$ cat src/rtl/edge_pkg.sv
// rtl/edge_pkg.sv - shared types and constants for the edge window controller
package edge_pkg;

    // 3x3 neighbourhood used by the edge calculator
    localparam int WIN_SIZE = 3;
    localparam int WIN_PIX  = WIN_SIZE * WIN_SIZE;

    typedef enum logic [2:0] {
        ST_IDLE  = 3'd0,
        ST_CLEAR = 3'd1,
        ST_FETCH = 3'd2,
        ST_WIN   = 3'd3,
        ST_DONE  = 3'd4
    } edge_state_t;

    // Row offset inside the window of the k-th fetched pixel (row-major order)
    function automatic logic [1:0] k_row(input logic [3:0] k);
        return 2'(k / 4'(WIN_SIZE));
    endfunction

    // Column offset inside the window of the k-th fetched pixel
    function automatic logic [1:0] k_col(input logic [3:0] k);
        return 2'(k % 4'(WIN_SIZE));
    endfunction

endpackage

$ cat src/rtl/edge_window_ctrl.sv
// rtl/edge_window_ctrl.sv - walks a 3x3 window over the image and fetches its pixels
import edge_pkg::*;

module edge_window_ctrl #(
    parameter int IMG_W  = 640,
    parameter int IMG_H  = 480,
    parameter int ADDR_W = 19
) (
    input  logic              clk,
    input  logic              n_rst,
    input  logic              start,
    output logic              pix_req,
    output logic [ADDR_W-1:0] pix_addr,
    input  logic              pix_valid,
    output logic              shift_enable,
    output logic              clear,
    output logic              window_valid,
    input  logic              win_ack,
    output logic [15:0]       win_x,
    output logic [15:0]       win_y,
    output logic              busy,
    output logic              done
);

    // Last legal top-left coordinates: the window must fit inside the image
    localparam logic [15:0] LAST_X = 16'(IMG_W - WIN_SIZE);
    localparam logic [15:0] LAST_Y = 16'(IMG_H - WIN_SIZE);
    localparam logic [3:0]  LAST_K = 4'(WIN_PIX - 1);

    edge_state_t state, state_nxt;
    logic [3:0]  k, k_nxt;
    logic [15:0] win_x_nxt, win_y_nxt;

    // State, fetch counter and window position registers
    always_ff @(posedge clk or negedge n_rst) begin
        if (!n_rst) begin
            state <= ST_IDLE;
            k     <= 4'd0;
            win_x <= 16'd0;
            win_y <= 16'd0;
        end else begin
            state <= state_nxt;
            k     <= k_nxt;
            win_x <= win_x_nxt;
            win_y <= win_y_nxt;
        end
    end

    // Next-state decode and Moore/Mealy outputs; pix_addr is only driven while fetching
    always_comb begin
        state_nxt    = state;
        k_nxt        = k;
        win_x_nxt    = win_x;
        win_y_nxt    = win_y;
        pix_req      = 1'b0;
        pix_addr     = '0;
        shift_enable = 1'b0;
        clear        = 1'b0;
        window_valid = 1'b0;
        busy         = (state != ST_IDLE);
        done         = 1'b0;

        case (state)
            ST_IDLE: begin
                if (start) begin
                    state_nxt = ST_CLEAR;
                end
            end

            ST_CLEAR: begin
                clear     = 1'b1;
                state_nxt = ST_FETCH;
                k_nxt     = 4'd0;
                win_x_nxt = 16'd0;
                win_y_nxt = 16'd0;
            end

            ST_FETCH: begin
                pix_req      = 1'b1;
                pix_addr     = ADDR_W'((32'(win_y) + 32'(k_row(k))) * 32'(IMG_W)
                                       + 32'(win_x) + 32'(k_col(k)));
                shift_enable = pix_valid;
                if (pix_valid) begin
                    if (k == LAST_K) begin
                        state_nxt = ST_WIN;
                        k_nxt     = 4'd0;
                    end else begin
                        k_nxt = k + 4'd1;
                    end
                end
            end

            ST_WIN: begin
                window_valid = 1'b1;
                if (win_ack) begin
                    if (win_x == LAST_X && win_y == LAST_Y) begin
                        state_nxt = ST_DONE;
                    end else begin
                        state_nxt = ST_FETCH;
                        if (win_x < LAST_X) begin
                            win_x_nxt = win_x + 16'd1;
                        end else begin
                            win_x_nxt = 16'd0;
                            win_y_nxt = win_y + 16'd1;
                        end
                    end
                end
            end

            ST_DONE: begin
                done      = 1'b1;
                state_nxt = ST_IDLE;
            end

            default: begin
                state_nxt = ST_IDLE;
            end
        endcase
    end

endmodule

$ cat config.mk
export PLATFORM = sky130hd
export DESIGN_NAME = edge_window_ctrl
export DESIGN_NICKNAME = d
export VERILOG_FILES = /design/src/rtl/edge_pkg.sv /design/src/rtl/edge_window_ctrl.sv
export SDC_FILE = /design/constraint.sdc
export NUM_CORES = 1
export LEC_CHECK = 0
export BUFFER_PORTS_ARGS = -buffer_cell sky130_fd_sc_hd__buf_2
export CAP_MARGIN = 5
export CORE_MARGIN = 3
export CORE_UTILIZATION = 62
export CTS_CLUSTER_SIZE = 12
export DETAILED_ROUTE_END_ITERATION = 8
export GPL_ROUTABILITY_DRIVEN = 1
export PLACE_DENSITY = 0.9
export SETUP_SLACK_MARGIN = 0.02
export SLEW_MARGIN = 40
export SYNTH_ARGS = -nofsm -noshare
export SYNTH_HDL_FRONTEND = slang
export SYNTH_SLANG_ARGS = --single-unit
$ cat constraint.sdc
create_clock -name clk -period 16.27 [get_ports clk]
set_input_delay 3.254 -clock clk [delete_from_list [all_inputs] [get_ports clk]]
set_output_delay 3.254 -clock clk [all_outputs]
set_load 0.01 [all_outputs]
* Yosys cells after proc, flatten, opt, wreduce, memory -nomap -nowiden
Cells that the tools add are included.
** Cells by class
- Div/mod/pow operators :: 2
- Equality and inequality tests :: 13
- Reductions and logical operators :: 9
- Add/sub/neg operators :: 6
- $mul :: 1
- $lt $le $gt $ge :: 1
- Mux-type cells :: 23
** Operator list (number)
- $mux 16 :: 6
- $pmux 16 s2 :: 2
- $add 16x1->16 const B :: 2
- $add 19x16->19 :: 1
- $add 19x2->19 :: 1
- $mux 19 :: 1
- $add 16x2->17 :: 1
- $mul 17x3->12 const B :: 1
- $eq 16x10->1 const B :: 1
- $eq 16x9->1 const B :: 1
- $lt 16x10->1 const B :: 1
- $mux 3 :: 5
- $ne 2x2->1 const B :: 6
- $pmux 3 s4 :: 1
- $mux 4 :: 2
- $pmux 4 s2 :: 1
- $reduce_and 4->1 :: 2
- $eq 3x2->1 const B :: 2
- $mux 1 :: 5
- $add 4x1->4 const B :: 1
- $div 4x2->4 const B :: 1
- $eq 4x4->1 const B :: 1
- $mod 4x2->4 const B :: 1
- $reduce_bool 2->1 :: 2
- other kinds (7) :: 7
** Word-level totals
- Word-level logic and storage cells :: 59
- Input bits :: 5
- Bits in registers :: 39
- Output and inout bits :: 57

* Depth between registers and ports, before layout
Gate-level depths: netlist of the first run.
- Word-level depth :: 6
- Gate-level depth with buffers :: 30
- Gate-level depth less buffers :: 30

* Least setup slack after synthesis of the first run
OpenSTA, ideal clock, no wires.
- Path type :: register to output
- From :: reg k[2]
- To :: out pix_addr[18]
- Path slack :: 8048 ps
- Path buffers :: 0
- Arrival time :: 4968 ps
- Cell stages (with the launch flop) :: 30
- Data required time :: 13016 ps
- Path through :: dfrtp_1 -> inv_1 -> nor2_1 -> ha_1 -> inv_1 -> ha_1 -> o21ai_0 -> xnor2_1 -> ha_1 -> nor2_1 -> inv_1 -> ha_1 -> inv_1 -> fa_1 -> nand3b_1 -> xnor2_1 -> ha_1 -> ha_1 -> a211oi_1 -> nor2_1 -> o21a_1 -> nor2_1 -> xnor2_1 -> ha_1 -> nand2_1 -> o31a_1 -> o21ai_1 -> o21ai_0 -> xnor2_1 -> nor2_1
** On the way
- Cells in the longest elaborated chain, start to end :: 6
- Elaborated cells between the ends (all ways) :: 7
- Those cells by class :: add/sub: 3; mul: 1; div: 2; mux: 1
** Ends and longest elaborated chain
- start, declared :: line edge_window_ctrl.sv:31 : logic [3:0] k, k_nxt;
- start signal, assigned :: line edge_window_ctrl.sv:43 : k <= k_nxt;
- $div 4x2->4 :: line edge_pkg.sv:18 : return 2'(k / 4'(WIN_SIZE));
- $add 16x2->17 :: line edge_window_ctrl.sv:80 : pix_addr = ADDR_W'((32'(win_y) + 32'(k_row(k))) * 32'(IMG_W)
- $mul 17x3->12 :: line edge_window_ctrl.sv:80
- $add 19x16->19 :: line edge_window_ctrl.sv:81 : + 32'(win_x) + 32'(k_col(k)));
- $add 19x2->19 (*) :: line edge_window_ctrl.sv:81
- $mux 19 (*) :: line edge_window_ctrl.sv:63 : case (state)
- end, declared :: line edge_window_ctrl.sv:13 : output logic [ADDR_W-1:0] pix_addr,
Mark *: on every way between the ends. The rest lies on a longest branch, timed or not.

* Worst setup path after layout of the first run
- From :: reg k[3]
- To :: out pix_addr[18]
The elaborated chain is that of the path after synthesis.

==> results of run 1 <==
## per-stage QoR
| stage | cell area [um^2] | worst slack [ns] | instances | power [W] | utilization (%) |
|---|---|---|---|---|---|
| finish | 4090 | 7.08 | 560 | 0.000700 | 72.8 |
| global route | 4090 | 6.56 | 560 | 0.000766 | 72.8 |
| CTS | 4090 | 7.06 | 560 | 0.000700 | 72.8 |
| detailed placement | 3980 | 7.40 | 552 | 0.000619 | 71.0 |
| global placement | 3980 | 7.76 | 552 | 0.000598 | 71.0 |
| floorplan | 3660 | 8.05 | 434 | 0.000476 | - |
## final cells by class
type                            count  area, um^2
Clock buffer                        7        96.3
Clock inverter                      1        7.51
Fill cell                         434        1520
Inverter                           24        90.1
Multi-Input combinational cell    355        2510
Sequential cell                    39         976
Tap cell                           72        90.1
Timing Repair Buffer               62         315
## power by group through the flow
stage	logic (W)	clock network (W)	registers [W]
2_1_floorplan	0.000345	0	0.000131
3_3_place_gp	0.000461	0	0.000137
3_5_place_dp	0.000481	0	0.000138
4_1_cts	0.000488	0.0000750	0.000137
5_1_grt	0.000545	0.0000800	0.000141
6_report	0.000487	0.0000753	0.000137
## critical path, delay by kind of cell (launching register included)
kind | cells | cell delay (ns)
simple gates | 7 | 0.96
flops | 1 | 0.44
buf+inv | 4 | 0.40
xor+xnor | 4 | 0.70
fa+ha+maj | 7 | 1.96
compound gates | 6 | 1.19
## how the worst max path moves through the flow
stage / endpoint / slack (ns)
2_1_floorplan: pix_addr[18] / 8.05
3_3_place_gp: pix_addr[18] / 7.76
3_5_place_dp: pix_addr[18] / 7.40
4_1_cts: pix_addr[18] / 7.06
5_1_grt: pix_addr[18] / 6.56
6_report: pix_addr[18] / 7.08
## registers in the layout (all words and copies together), names as in the netlist
name and count:
win_y 16, state 3, k 4, win_x 16
## kinds of logic after synthesis
kind of cell	after synthesis	synth area share (%)
xor gates and xnor gates	48	11.5
buffers and inverters	40	4.88
DFF	39	26.6
and+or+nand+nor	179	25.2
AOI/OAI and AO/OA	81	15.3
adders and majority gates	44	15.6
muxes	3	0.854
## routing by layer
| metal | routed length, um | global-route usage, % | vias to the layer above |
|---|---|---|---|
| met5 | 0 | 0 | - |
| met4 | 215 | 11.0 | 0 |
| met3 | 418 | 5.16 | 24 |
| met2 | 4700 | 47.4 | 112 |
| met1 | 3750 | 31.8 | 1607 |
| li1 | - | - | 1637 |
## synth_stat cells (all sizes together), types with 2 or more instances
cell type	count	area, um^2
and4	2	17.5
o31a	2	17.5
or3	4	25.0
xnor2	30	263
o31ai	4	43.8
a21o	7	52.6
nand2b	2	12.5
o41a	2	22.5
inv	24	90.1
xor2	18	158
and2	8	50.1
fa	3	60.1
nor3	14	85.1
ha	41	513
nand3	16	90.1
buf	9	62.6
o21ai	23	115
nand4	9	56.3
nand2	33	131
o2111ai	2	17.5
clkbuf	7	26.3
a31oi	8	50.1
a21oi	14	70.1
o41ai	4	42.6
nand3b	3	22.5
nor4	6	80.1
a211oi	5	42.5
nor2b	2	12.5
dfrtp	39	976
nor2	69	259
and3	8	50.1
mux2i	2	20.0
==> results.tsv, run 1 <==
metric	value	unit
status	complete, no violations	
yosysSeqAreaShare	26.6	%
clkPwrFrac	10.8	%
slew_violations	0	
grt_usage	26.8	%
synth_seq_cells	39	
ys.flop_type	dfrtp_1	
clock-skew-final	0.00684	ns
syn_inst	434	
critPathMaxStageDelay	0.44	ns
core_area	5610	um^2
num_rows	27	
clock_latency	0.30	ns
routed_wl	9080	um
port_buffers	61	
final_cell_mix	nor2_1 (69), buf_2 (60), ha_1 (41), dfrtp_1 (39)	
synth_nets	483	
path_max_fanout	6	
finalCritPeriodShare	56.5	%
cts-htree-levels	2	
worstHoldStart	state[2]$_DFFE_PN0P_	
clk_pin_slew	0.08	ns
cts_inserted_buffers	5	
whs_endpoint	state[0]$_DFFE_PN0P_	
fp.dieH	82.9	um
tightest_slew	0.698	ns
areaGrowthSynthToFinish	11.5	%
drt_iter0_markers	288	
synth-edff-count	0	
crit_arrival	5.94	ns
hold_class	reg2reg	
ir_worst_vdd	0.109	mV
max_freq	109	MHz
p_int	0.000347	W
vias	3380	
p_seq_share	19.6	%
drive_gt1_share	18.2	%
syn_area_per_cell	8.44	um^2
initial_core_util	65.4	%
die_area	6870	um^2
fin_setup_tns	0	ns
slowest_stage	dfrtp_1	
antenna-diode-count	0	
required	13.02	ns
critPathMostFrequentCell	ha_1	
dp_hpwl	6950	um
hold_ws	0.534	ns
hold_viol	0	
finalWeightedCongestion	0.906	
final_common_cell	nor2_1	
max_cap_violations	0	
cts-resized-gates	0	
leakage	2.09	nW
slew_headroom	53.4	%
power_density	171	nW/um^2
cp-start-kind	flop	
cts_sinks	39	
dr.pass1.iters	5	
rsz0062_at_grt	no	
final_nets	536	
netlist_area	3660	um^2
post-route-min-period	9.19	ns
critical_path_class	reg2out	
setup_viol	0	
cts_tree	built	
cts_buffer_depth	2	
boundaryPins	62	
route.antenna.remaining_nets	0	
synthArstFlopShare	100	%
reg2reg_to	win_y[7]$_DFFE_PN0P_	
cts_hold_buf	0	
first_global_vias	3506	
rr_startpoint	win_y[1]$_DFFE_PN0P_	
switching_share	50.4	%
synth_cell_types	59	
rrSetupSlack	13.56	ns
die_w	82.9	um
via_per_inst	6.04	
post_cts_buffers	0	
hold_depth	1	
overflow	0	
grt_antenna_before_repair	0	
grt_pass1_wl	15800	um
route.detailed.drc	0	
grt_max_degree	40	
cp-end-kind	primary output	
ctsRootBufferMaster	clkbuf_8	
crit_start	k[3]$_DFFE_PN0P_	
r2r_cells	9	
post_drt_wl_per_cell	16.2	um
pwr-share-comb	69.6	%
ys_warn_count	0	
switchingPower	0.000352	W
(Power assumes the default switching activity.)
==> inputs of run 2 (changes only) <==
--- a/config.mk
+++ b/config.mk
@@ -8,11 +8,11 @@
 export BUFFER_PORTS_ARGS = -buffer_cell sky130_fd_sc_hd__buf_2
 export CAP_MARGIN = 5
 export CORE_MARGIN = 3
-export CORE_UTILIZATION = 62
+export CORE_UTILIZATION = 52
 export CTS_CLUSTER_SIZE = 12
 export DETAILED_ROUTE_END_ITERATION = 8
 export GPL_ROUTABILITY_DRIVEN = 1
-export PLACE_DENSITY = 0.9
+export PLACE_DENSITY = 0.81
 export SETUP_SLACK_MARGIN = 0.02
 export SLEW_MARGIN = 40
 export SYNTH_ARGS = -nofsm -noshare
==> constraint.sdc (replaced) <==
create_clock -name clk -period 7.9 [get_ports clk]
set_input_delay 1.58 -clock clk [delete_from_list [all_inputs] [get_ports clk]]
set_output_delay 1.58 -clock clk [all_outputs]
set_load 0.01 [all_outputs]
==> run 2 against run 1 <==
  * Critical path depth rose by 1
  * Non-clock buffer count rose by 3
  * Die area rose by 18%
  * Count of clock-buffer cells in the layout fell by 1
  * Via count fell by 0.77%
  * Highest routed layer unchanged
==> results.tsv, run 2 (synthesis results as in run 1) <==
metric	value	unit
route.antenna.remaining_nets	0	
die_w	90.0	um
final_nets	539	
ir_worst_vdd	0.221	mV
setup_viol	0	
first_global_vias	3346	
clk_pin_slew	0.08	ns
slew_violations	0	
reg_top3	win_x (16), win_y (16), k (4)	
crit_start	k[2]$_DFFE_PN0P_	
ctsRootBufferMaster	clkbuf_8	
dp_hpwl	6800	um
cts_sinks	39	
initial_core_util	55.5	%
cts_inserted_buffers	5	
critPathMostFrequentCell	ha_1	
clock-skew-final	0.00709	ns
post_drt_wl_per_cell	15.5	um
grt_max_degree	40	
via_per_inst	5.74	
worstHoldStart	state[2]$_DFFE_PN0P_	
stdcell_area	4170	um^2
hold_viol	0	
drive_gt1_share	19.6	%
reg2reg_to	win_y[7]$_DFFE_PN0P_	
die_area	8090	um^2
post-route-min-period	7.41	ns
place_area	4010	um^2
crit_arrival	5.83	ns
grt_usage	22.3	%
path_max_fanout	4	
grt_antenna_before_repair	0	
overflow	0	
whs_endpoint	state[0]$_DFFE_PN0P_	
port_buffers	61	
cts_tree	built	
leakage	2.13	nW
drt_iter0_markers	185	
rrSetupSlack	5.26	ns
power_density	358	nW/um^2
r2r_cells	9	
finalWeightedCongestion	0.878	
final_cell_mix	nor2_1 (69), buf_2 (60), ha_1 (41), dfrtp_1 (39), nand2_1 (30)	
num_rows	29	
cts-htree-levels	2	
status	complete, no violations	
required	6.32	ns
critical_path_class	reg2out	
critPathMaxStageDelay	0.42	ns
slew_headroom	54.8	%
rr_startpoint	win_y[1]$_DFFE_PN0P_	
routed_wl	9030	um
finalCritPeriodShare	93.7	%
fin_setup_tns	0	ns
cp-start-kind	flop	
slowest_stage	dfrtp_1	
tightest_slew	0.677	ns
fp.dieH	90.0	um
vias	3354	
cp-end-kind	primary output	
clock_latency	0.30	ns
boundaryPins	62	
areaGrowthSynthToFinish	13.7	%
hold_class	reg2reg	
route.detailed.drc	0	
hold_depth	1	
max_freq	135	MHz
final_common_cell	nor2_1	
core_area	6600	um^2
cts_buffer_depth	2	
max_cap_violations	0	
antenna-diode-count	0	
grt_pass1_wl	15400	um
rsz0062_at_grt	no	
dr.pass1.iters	4	
-- run 2: what timing repair did --
| action | 4_1_cts | 5_1_grt |
|---|---|---|
| setup buffers | 0 | 3 |
| hold buffers | 0 | 0 |
| gates resized for setup | 0 | 5 |
| endpoints found under the setup margin | 0 | 2 |
-- run 2: layer usage --
metal  global-route usage (%)  vias to the layer above  wire length, um
met5                        0                        -                0
met3                     3.84                       15              425
met1                     28.6                     1603             4000
li1                         -                     1638                -
met4                     5.74                        0              143
met2                     39.1                       98             4460
-- run 2: critical path, delay by kind of cell (launching register included) --
family / cells / cell delay (ns)
AO/OA/AOI/OAI: 6 / 1.04
XOR/XNOR: 4 / 0.64
adder cells (fa/ha/maj): 7 / 1.99
buffers and inverters: 5 / 0.53
flip-flops: 1 / 0.42
AND/OR/NAND/NOR: 7 / 0.89
-- run 2: layout make-up --
type,count,area [um^2]
flip-flops and latches,39,976
clock inverters,2,35.0
well taps,93,116
fillers,584,2440
inverters,24,90.1
repair buffers,65,338
clock buffers,6,82.6
multi-input cells,355,2530
-- run 2: worst max path at each step --
stage,to,depth (start not counted)
global route,pix_addr[18],29
finish,pix_addr[18],29
detailed placement,pix_addr[18],30
global placement,pix_addr[18],30
CTS,pix_addr[18],30
floorplan,pix_addr[18],29
-- run 2: where the power goes --
group,internal (W),leakage [nW],switching [W]
clock,0.000102,0.0612,0.0000792
sequential,0.000227,0.526,0.0000564
combinational,0.000428,1.54,0.000599
-- run 2: stage by stage --
step | utilization [%] | setup WS (ns) | power, W | hold slack, ns | instances
6_report | 63.1 | 0.495 | 0.00149 | 0.554 | 584
5_1_grt | 63.1 | 0.00857 | 0.00163 | 0.588 | 584
4_1_cts | 62.5 | 0.303 | 0.00147 | 0.546 | 581
3_5_place_dp | 60.7 | 0.669 | 0.00128 | 0.535 | 573
3_3_place_gp | 60.6 | 1.06 | 0.00125 | 0.518 | 573
2_1_floorplan | - | 1.35 | 0.000980 | 0.478 | 434
==> inputs of run 3 (changes only) <==
--- a/config.mk
+++ b/config.mk
@@ -7,6 +7,7 @@
 export LEC_CHECK = 0
 export BUFFER_PORTS_ARGS = -buffer_cell sky130_fd_sc_hd__buf_2
 export CAP_MARGIN = 5
+export CORE_ASPECT_RATIO = 2
 export CORE_MARGIN = 3
 export CORE_UTILIZATION = 52
 export CTS_CLUSTER_SIZE = 12
==> run 3 against run 2 <==
  * Worst setup slack worse by 0.032 ns
  * Via count up 2.9%
  * Worst hold slack got worse by 0.013 ns
  * Power up 1.9%
  * Highest routed layer unchanged
  * Clock skew rose by 0.0010 ns
==> results.tsv, run 3 (synthesis results as in run 1) <==
metric	value	unit
status	complete, no violations	
cts_buffer_depth	2	
post-route-min-period	7.44	ns
grt_antenna_before_repair	0	
port_buffers	61	
r2r_cells	9	
ctsRootBufferMaster	clkbuf_16	
cts_sinks	39	
max_freq	134	MHz
die_w	65.4	um
finalCritPeriodShare	94.1	%
rsz0062_at_grt	no	
cts-htree-levels	2	
core_area	6730	um^2
critPathMostFrequentCell	ha_1	
whs_endpoint	state[0]$_DFFE_PN0P_	
num_rows	42	
reg_top3	win_x (16), win_y (16), k (4)	
dp_hpwl	7410	um
hold_class	reg2reg	
ir_worst_vdd	0.337	mV
cp-end-kind	primary output	
rr_startpoint	win_y[1]$_DFFE_PN0P_	
final_cell_mix	nor2_1 (69), buf_2 (60), ha_1 (41), dfrtp_1 (39)	
slew_violations	0	
areaGrowthSynthToFinish	13.7	%
route.detailed.drc	0	
antenna-diode-count	0	
clock_latency	0.29	ns
hold_viol	0	
slowest_stage	dfrtp_1	
leakage	2.12	nW
critPathMaxStageDelay	0.43	ns
power_density	365	nW/um^2
path_max_fanout	6	
dr.pass1.iters	8	
vias	3451	
first_global_vias	3475	
grt_usage	24.3	%
fill_cells	631	
reg2reg_to	win_y[10]$_DFFE_PN0P_	
cts_tree	built	
final_nets	536	
clock-skew-final	0.00812	ns
grt_max_degree	40	
die_area	8150	um^2
hold_depth	1	
route.antenna.remaining_nets	0	
routed_wl	9560	um
via_per_inst	5.99	
setup_viol	0	
fp.dieH	125	um
drive_gt1_share	18.4	%
cp-start-kind	flop	
max_cap_violations	0	
fin_setup_tns	0	ns
drt_iter0_markers	144	
p_total	0.00152	W
cts_hold_buf	0	
critical_path_class	reg2out	
initial_core_util	54.5	%
final_common_cell	nor2_1	
tightest_slew	0.787	ns
grt_pass1_wl	16000	um
finalWeightedCongestion	0.854	
cts_inserted_buffers	5	
crit_arrival	5.86	ns
clk_pin_slew	0.05	ns
required	6.32	ns
boundaryPins	62	
slew_headroom	47.4	%
worstHoldStart	state[2]$_DFFE_PN0P_	
overflow	0	
post_drt_wl_per_cell	16.6	um
rrSetupSlack	5.30	ns
[run 3: changes by cell type in the layout (fill, tap and decap cells not counted), sizes merged]
cell,change
clkinv,-1
bufinv,-1
buf,-3
clkbuf,+2
[run 3: worst max-delay path, delay by kind of cell (launching register included)]
kind / cells / cell delay (ns)
compound gates: 6 / 1.13
xor+xnor: 4 / 0.63
fa+ha+maj: 7 / 2.02
buf+inv: 4 / 0.41
flops: 1 / 0.43
simple gates: 7 / 0.99
[run 3: through the flow]
step | util [%] | cell area [um^2] | cells | hold WS, ns | setup WS, ns
final | 61.9 | 4170 | 576 | 0.541 | 0.462
after detailed placement | 59.5 | 4000 | 568 | 0.532 | 0.614
after CTS | 61.8 | 4160 | 576 | 0.540 | 0.315
after floorplan | - | 3660 | 434 | 0.478 | 1.35
after global placement | 59.4 | 4000 | 568 | 0.517 | 0.950
after global routing | 61.9 | 4170 | 576 | 0.577 | 0.0817
[run 3: power by group]
group	internal (W)	total, W	switching, W
clock	0.000135	0.000217	0.0000822
sequential	0.000227	0.000286	0.0000587
combinational	0.000415	0.00102	0.000603
[run 3: how the worst max path moves through the flow]
| stage | startpoint | end | slack, ns | depth (start not counted) |
|---|---|---|---|---|
| global placement | k[2]$_DFFE_PN0P_ | pix_addr[18] | 0.95 | 30 |
| detailed placement | k[3]$_DFFE_PN0P_ | pix_addr[18] | 0.61 | 28 |
| CTS | k[3]$_DFFE_PN0P_ | pix_addr[18] | 0.31 | 28 |
| global route | k[2]$_DFFE_PN0P_ | pix_addr[18] | 0.08 | 31 |
| floorplan | k[2]$_DFFE_PN0P_ | pix_addr[18] | 1.35 | 29 |
| finish | k[3]$_DFFE_PN0P_ | pix_addr[18] | 0.46 | 28 |
[run 3: cell type report]
| type | count | area, um^2 | share of cell area [%] |
|---|---|---|---|
| flip-flops and latches | 39 | 976 | 23.4 |
| repair buffers | 62 | 315 | 7.57 |
| multi-input cells | 355 | 2520 | 60.5 |
| inverters | 24 | 90.1 | 2.16 |
| well taps | 88 | 110 | 2.64 |
| clock buffers | 8 | 156 | 3.75 |
[run 3: layer usage]
layer / track usage (%) / up-vias / wire length [um]
met5: 0 / - / 0
met4: 11.0 / 0 / 346
met3: 2.71 / 30 / 399
met2: 47.6 / 126 / 5480
met1: 23.9 / 1660 / 3330
li1: - / 1635 / -
[run 3: repair_timing]
action                                  in CTS  in global routing
buffers inserted                             0                  0
gates resized for setup                      0                  3
endpoints found under the setup margin       0                  2
